**src/rtl/dm_pkg.sv**
```systemverilog
// ---------------------------------------------------------------------------
// dm_pkg
// Shared types and constants for the data-memory responder that sits between
// the L1 D-cache miss/write-through port and the single-port data SRAM macro.
//
// Contents:
//   dm_state_e           responder FSM states (IDLE -> WAIT -> ACCESS -> RESP)
//   DM_LAT_W             width of the latency down-counter (latency 1..15)
//   DM_CNT_W             width of the completed-read/-write counters
//   DM_DEFAULT_*         default values for the responder parameters
// ---------------------------------------------------------------------------
package dm_pkg;

  // Responder request life cycle. One request is in flight at a time.
  typedef enum logic [1:0] {
    DM_IDLE,
    DM_WAIT,
    DM_ACCESS,
    DM_RESP
  } dm_state_e;

  localparam int DM_LAT_W           = 4;
  localparam int DM_CNT_W           = 64;
  localparam int DM_DEFAULT_DATA_W  = 32;
  localparam int DM_DEFAULT_MEM_AW  = 14;
  localparam int DM_DEFAULT_LATENCY = 4;

endpackage

```
**src/rtl/dm_wait_counter.sv**
```systemverilog
// ---------------------------------------------------------------------------
// dm_wait_counter
// Down-counter that paces the responder between accepting a request and
// touching the SRAM. It is loaded with LATENCY-1 on acceptance, counts down
// while the responder waits, and flags expiry when it reaches one, so that the
// edge on which it expires is the edge that moves the FSM into ACCESS.
//
// Ports:
//   clk        in   clock, rising edge
//   rst        in   synchronous reset, active-high (clears the count)
//   load_i     in   load loadVal_i this cycle (request accepted)
//   loadVal_i  in   DM_LAT_W value to load (LATENCY-1)
//   dec_i      in   decrement this cycle (responder waiting)
//   expire_o   out  count currently equals one
// ---------------------------------------------------------------------------
module dm_wait_counter
  import dm_pkg::*;
(
  input  logic                clk,
  input  logic                rst,
  input  logic                load_i,
  input  logic [DM_LAT_W-1:0] loadVal_i,
  input  logic                dec_i,
  output logic                expire_o
);

  logic [DM_LAT_W-1:0] count_q;
  logic [DM_LAT_W-1:0] count_d;

  // Next count: a load wins over a decrement, and the count saturates at zero
  // so a stray decrement can never wrap it round to a large value.
  always_comb begin
    count_d = count_q;
    if (load_i) begin
      count_d = loadVal_i;
    end else if (dec_i && (count_q != '0)) begin
      count_d = count_q - 1'b1;
    end
  end

  // Count register with synchronous reset.
  always_ff @(posedge clk) begin
    if (rst) begin
      count_q <= '0;
    end else begin
      count_q <= count_d;
    end
  end

  assign expire_o = (count_q == DM_LAT_W'(1));

endmodule

```
**src/rtl/dm_responder.sv**
```systemverilog
// ---------------------------------------------------------------------------
// dm_responder
// Memory-side responder for the D-cache miss/write-through port. It accepts a
// single word request, waits LATENCY cycles, performs exactly one access on a
// single-port synchronous SRAM macro (CS/OE/WEB style) and returns a one-cycle
// ready pulse. Read data is held on DataOut between responses.
//
// Parameters:
//   DATA_W   word width
//   MEM_AW   SRAM word-address width; DM_address[MEM_AW+1:2] is used, upper
//            address bits alias and bits [1:0] are ignored
//   LATENCY  cycles from acceptance to the SRAM access, legal range 1..15
//
// Ports:
//   clk         in   clock, rising edge
//   rst         in   synchronous reset, active-high; aborts any request
//   DM_enable   in   request valid, held by the initiator until ready
//   DM_write    in   1 = word write, 0 = word read
//   DM_address  in   byte address
//   DM_in       in   write data
//   DataOut     out  read data (SRAM data during a read response, otherwise
//                    the last read word)
//   ready       out  one-cycle completion pulse
//   SRAM_CS     out  macro chip select
//   SRAM_OE     out  macro output enable
//   SRAM_WEB    out  macro write enable, active-low
//   SRAM_A      out  macro word address
//   SRAM_DI     out  macro write data
//   SRAM_DO     in   macro read data, valid the cycle after a CS&OE cycle
//   DM_reads    out  completed-read counter (wraps)
//   DM_writes   out  completed-write counter (wraps)
// ---------------------------------------------------------------------------
module dm_responder
  import dm_pkg::*;
#(
  parameter int DATA_W  = DM_DEFAULT_DATA_W,
  parameter int MEM_AW  = DM_DEFAULT_MEM_AW,
  parameter int LATENCY = DM_DEFAULT_LATENCY
) (
  input  logic                clk,
  input  logic                rst,
  input  logic                DM_enable,
  input  logic                DM_write,
  input  logic [DATA_W-1:0]   DM_address,
  input  logic [DATA_W-1:0]   DM_in,
  output logic [DATA_W-1:0]   DataOut,
  output logic                ready,
  output logic                SRAM_CS,
  output logic                SRAM_OE,
  output logic                SRAM_WEB,
  output logic [MEM_AW-1:0]   SRAM_A,
  output logic [DATA_W-1:0]   SRAM_DI,
  input  logic [DATA_W-1:0]   SRAM_DO,
  output logic [DM_CNT_W-1:0] DM_reads,
  output logic [DM_CNT_W-1:0] DM_writes
);

  // With a latency of one the WAIT state is skipped entirely.
  localparam logic [DM_LAT_W-1:0] LOAD_VAL   = DM_LAT_W'(LATENCY - 1);
  localparam bit                  MULTI_WAIT = (LATENCY > 1);

  dm_state_e            state_q;
  dm_state_e            state_d;
  logic [MEM_AW-1:0]    reqAddr_q;
  logic                 reqWrite_q;
  logic [DATA_W-1:0]    reqData_q;
  logic [DATA_W-1:0]    rdata_q;
  logic [DM_CNT_W-1:0]  readCount_q;
  logic [DM_CNT_W-1:0]  writeCount_q;

  logic                 accept;
  logic                 waitDec;
  logic                 waitExpire;
  logic                 unusedAddrBits;

  // Only the word-address slice reaches the macro; byte-offset bits and the
  // aliasing upper bits are deliberately dropped.
  assign unusedAddrBits = ^{DM_address[DATA_W-1:MEM_AW+2], DM_address[1:0]};

  assign accept  = (state_q == DM_IDLE) && DM_enable;
  assign waitDec = (state_q == DM_WAIT);

  // Latency pacing: loaded on acceptance, counts down through WAIT, and
  // expires on the last WAIT cycle.
  dm_wait_counter u_waitCounter (
    .clk       (clk),
    .rst       (rst),
    .load_i    (accept),
    .loadVal_i (LOAD_VAL),
    .dec_i     (waitDec),
    .expire_o  (waitExpire)
  );

  // Next-state logic. ACCESS and RESP each last exactly one cycle, and RESP
  // always returns to IDLE, so a DM_enable still high after ready is treated
  // as a fresh request one cycle later.
  always_comb begin
    state_d = state_q;
    unique case (state_q)
      DM_IDLE: begin
        if (DM_enable) begin
          state_d = MULTI_WAIT ? DM_WAIT : DM_ACCESS;
        end
      end
      DM_WAIT: begin
        if (waitExpire) begin
          state_d = DM_ACCESS;
        end
      end
      DM_ACCESS: state_d = DM_RESP;
      DM_RESP:   state_d = DM_IDLE;
      default:   state_d = DM_IDLE;
    endcase
  end

  // Output decode. The SRAM strobes are gated by rst combinationally so a
  // reset that lands on an ACCESS cycle can never let a write reach the macro.
  // During a read response the macro output is forwarded straight to DataOut;
  // otherwise the last captured read word is presented.
  always_comb begin
    ready    = 1'b0;
    SRAM_CS  = 1'b0;
    SRAM_OE  = 1'b0;
    SRAM_WEB = 1'b1;
    SRAM_A   = '0;
    SRAM_DI  = '0;
    DataOut  = rdata_q;
    if (rst) begin
      DataOut = '0;
    end else begin
      unique case (state_q)
        DM_ACCESS: begin
          SRAM_CS = 1'b1;
          SRAM_A  = reqAddr_q;
          if (reqWrite_q) begin
            SRAM_WEB = 1'b0;
            SRAM_DI  = reqData_q;
          end else begin
            SRAM_OE = 1'b1;
          end
        end
        DM_RESP: begin
          ready = 1'b1;
          if (!reqWrite_q) begin
            DataOut = SRAM_DO;
          end
        end
        default: begin
        end
      endcase
    end
  end

  // State register, request capture, read-data hold and completion counters.
  // Request inputs are sampled only on the accepting edge, so anything the
  // initiator does to DM_* while a request is in flight is ignored. The
  // counters advance at the end of RESP, and since a response is either a
  // read or a write they can never both step in the same cycle.
  always_ff @(posedge clk) begin
    if (rst) begin
      state_q      <= DM_IDLE;
      reqAddr_q    <= '0;
      reqWrite_q   <= 1'b0;
      reqData_q    <= '0;
      rdata_q      <= '0;
      readCount_q  <= '0;
      writeCount_q <= '0;
    end else begin
      state_q <= state_d;
      if (accept) begin
        reqAddr_q  <= DM_address[MEM_AW+1:2];
        reqWrite_q <= DM_write;
        reqData_q  <= DM_in;
      end
      if (state_q == DM_RESP) begin
        if (reqWrite_q) begin
          writeCount_q <= writeCount_q + 1'b1;
        end else begin
          readCount_q <= readCount_q + 1'b1;
          rdata_q     <= SRAM_DO;
        end
      end
    end
  end

  assign DM_reads  = readCount_q;
  assign DM_writes = writeCount_q;

endmodule

```
**config.mk**
```make
export PLATFORM = sky130hd
export DESIGN_NAME = dm_responder
export DESIGN_NICKNAME = d
export VERILOG_FILES = /design/src/rtl/dm_pkg.sv /design/src/rtl/dm_wait_counter.sv /design/src/rtl/dm_responder.sv
export SDC_FILE = /design/constraint.sdc
export NUM_CORES = 1
export LEC_CHECK = 0
export CORE_MARGIN = 2
export CORE_UTILIZATION = 40
export CTS_CLUSTER_SIZE = 25
export DETAILED_ROUTE_END_ITERATION = 8
export MAX_ROUTING_LAYER = met4
export PLACE_DENSITY = 0.78
export SLEW_MARGIN = 20
export SYNTH_ARGS = -nofsm -noshare
export SYNTH_HDL_FRONTEND = slang
export SYNTH_SLANG_ARGS = --single-unit
export TNS_END_PERCENT = 1
```
**constraint.sdc**
```tcl
create_clock -name clk -period 3.7 [get_ports clk]
set_input_delay 1.11 -clock clk [delete_from_list [all_inputs] [get_ports clk]]
set_output_delay 1.11 -clock clk [all_outputs]
set_load 0.02 [all_outputs]
```
==> impl_metrics.yaml <==
global_route:
  grt_first_pass_wirelength_um: 45300
  grt_max_degree: 95
  track_usage_pct: 22.4
  grt_pass1_vias: 9293
  antenna_found_initial: 0
  overflow: 0
timing:
  finalSetupViolCount: 0
  fin_crit_sh_pct: 96.3
  min_period_ns: 3.56
  final_max_slew_viol_count: 0
  slew_headroom_pct: 30.1
  timing.fmax_mhz: 281
  rsz0062_at_grt: "no"
  tightest_slew_ns: 1.04
  finalHoldViolations: 0
  setup_tns_ns: 0
  fin_skew_ns: 0.00790
  fin_hold_ws_ns: 0.449
  fin_ws_ns: 0.136
setup_path:
  critPathBufInv: 3
  crit_path_start_kind: "input pin"
  cp_max_fo: 37
  critical_path_class: "in -> out"
  cp_slowest_cell: "clkdlybuf4s50_1"
  arrival_ns: 2.45
  path_cells: "buf_6 > nor2b_2 > buf_12 > and3_1 > clkdlybuf4s50_1"
  crit_path_end_kind: "output pin"
  cpPeakStageDelay_ns: 0.64
  cp_data_required_time_ns: 2.59
  critical_path.top_delay_family: "buffers and inverters"
cells_and_area:
  drive_gt1_share_pct: 4.78
  post-route-cell-area_um2: 13700
  final_core_util_pct: 58.2
  fin_nets: 1578
  multi_input_area_um2: 4940
  regArea_um2: 4260
  n_antenna_cell: 0
  area_delta_synth_final_pct: 43.1
  nFillCells: 2070
clock_network:
  cts.hold.buffers_added: 0
  htree_levels: 1
  cts_root_buffer: "clkbuf_16"
  worstSkewPairLatency_ns: 0.51
  cts_sinks: 213
  cts_buffers: 25
  clock_path_buffers: 3
  cts.clk_slew.worst_paths_ns: 0.06
  post_cts_buffers: 0
  cts_tree: "built"
synth:
  synth_seq_cells: 213
  syn_area_per_cell_um2: 7.92
  synth_flop_cell: "dfxtp_1"
  synth_cell_type_count: 36
  yosys-top-cells-area: "dfxtp_1 45%, nand2_1 8.3%, a21oi_1 7.7%"
  synth_top_area_cell: "dfxtp_1"
  synth_warnings: 0
  syn_inst: 1206
  syn_area_um2: 9550
  syn_nets: 1314
  synth-edff-count: 0
  yosysSeqAreaShare_pct: 44.7
  async_reset_ff_share_pct: 0
  synth_top_cell_area_share_pct: 44.7
floorplan:
  die_area_um2: 25100
  initial_utilization_pct: 40.7
  design.core.area_um2: 23500
  pin_count: 310
  rows: 56
  fp.dieW_um: 159
  die_h_um: 159
power:
  ir_drop_mv: 0.361
  p_per_area_nw_per_um2: 423
  cellLeakagePower_uw: 0.00510
routing:
  dr.pass1.iters: 6
  via_per_inst: 5.41
  drc: 0
  drt_iter0_markers: 599
  num_vias: 9758
  wirelength_um: 28400
  postRouteAntennaNets: 0
  wire_per_inst_um: 15.8
place:
  dpl_cell_area_um2: 12800
  preCtsSetupSlack_ns: 0.127
  port_buffers: 291
  gp_congestion: 0.878
  hpwl_um: 19600
flow_run:
  drv_cap: 0
run_status:
  status: "completed"
hold_path:
  hp-class: "reg -> reg"
[placed cells by master (no fill, tap or decap), types with 5 or more instances in the layout]
cell,instances
inv_1,20
nor4_1,27
xor2_1,27
and4_1,10
clkbuf_8,8
nand3_1,45
o31ai_1,10
nand2_1,212
ha_1,8
dlymetal6s2s_1,32
and3_1,48
and2_1,18
or2_2,7
clkdlybuf4s50_1,258
dfxtp_1,213
o21ai_0,52
clkbuf_16,25
nor2_1,80
nor3_1,19
nand4_1,57
buf_4,12
buf_12,5
or4_1,22
a21oi_1,147
xnor2_1,40
or3_1,54
[routing by layer]
metal  vias to the layer above  global-route usage (%)  routed length, um
li1                       4762                       -                  -
met1                      4567                    28.5              12000
met2                       370                    35.7              13400
met3                        59                    4.87               2200
met4                         0                    6.95                806
met5                         -                       -                  0
[cell usage after synthesis (all sizes together) (29+ instances only)]
cell,count
o21ai,52
dfxtp,213
xnor2,40
nor2,80
nand4,58
or3,54
nand2,212
clkbuf,59
a21oi,147
nand3,45
nor4,29
and3,48
[flip-flops by register name, indices dropped and copies added, names as in the netlist]
register,count
DM_reads,64
DM_writes,64
rdata_q,32
reqData_q,32
reqAddr_q,14
u_waitCounter.count_q,4
state_q,2
reqWrite_q,1
[timing repair]
action / in CTS / in global routing
resized for setup: 0 / 32
hold endpoints to repair: 0 / 0
setup endpoints to repair: 0 / 32
[power by group]
part	total, uW	internal [uW]	switching [uW]
registers	2520	2440	75.4
logic	854	353	501
clock network	2410	1460	950
total	5780	4250	1530
[worst min-delay path, stage by stage (launching register included)]
cell,delay [ns]
dfxtp_1,0.30
nand2_1,0.05
a21oi_1,0.05
[cells by family (layout without fill, tap and decap cells)]
kind of cell | count (synthesis) | in the layout | share of synthesized area (%)
and+or+nand+nor | 615 | 615 | 32.9
AOI/OAI and AO/OA | 211 | 211 | 11.4
xor gates and xnor gates | 67 | 67 | 6.15
DFF | 213 | 213 | 44.7
buffers and inverters | 91 | 370 | 3.72
muxes | 1 | 1 | 0.105
adders and majority gates | 8 | 8 | 1.05
[final cells by class]
class,instances,share of cell area [%]
multi-input cells,902,36.1
flip-flops and latches,213,31.2
repair buffers,308,23.3
clock buffers,37,5.49
well taps,319,2.92
inverters,20,0.549
clock inverters,5,0.403
[path summary, 6_finish.rpt]
kind                                                  from                    endpoint  slack (ns)  depth (start not counted)
worst max-delay path                                   rst                  SRAM_DI[6]        0.14                          5
worst min-delay path            reqData_q[24]$_SDFFE_PP0P_  reqData_q[24]$_SDFFE_PP0P_        0.45                          2
worst max register to register     state_q[0]$_SDFFE_PP0P_   DM_reads[60]$_SDFFE_PP0P_        0.64                          7
worst min register to register  reqData_q[24]$_SDFFE_PP0P_  reqData_q[24]$_SDFFE_PP0P_        0.45                          2
[per-stage QoR]
step                      instances  power [uW]
after floorplan                1206        3070
after global routing           1804        6030
after global placement         1762        3400
final                          1804        5780
after CTS                      1804        5840
after detailed placement       1762        3420
Note: power is estimated with default switching activity, not from simulation.
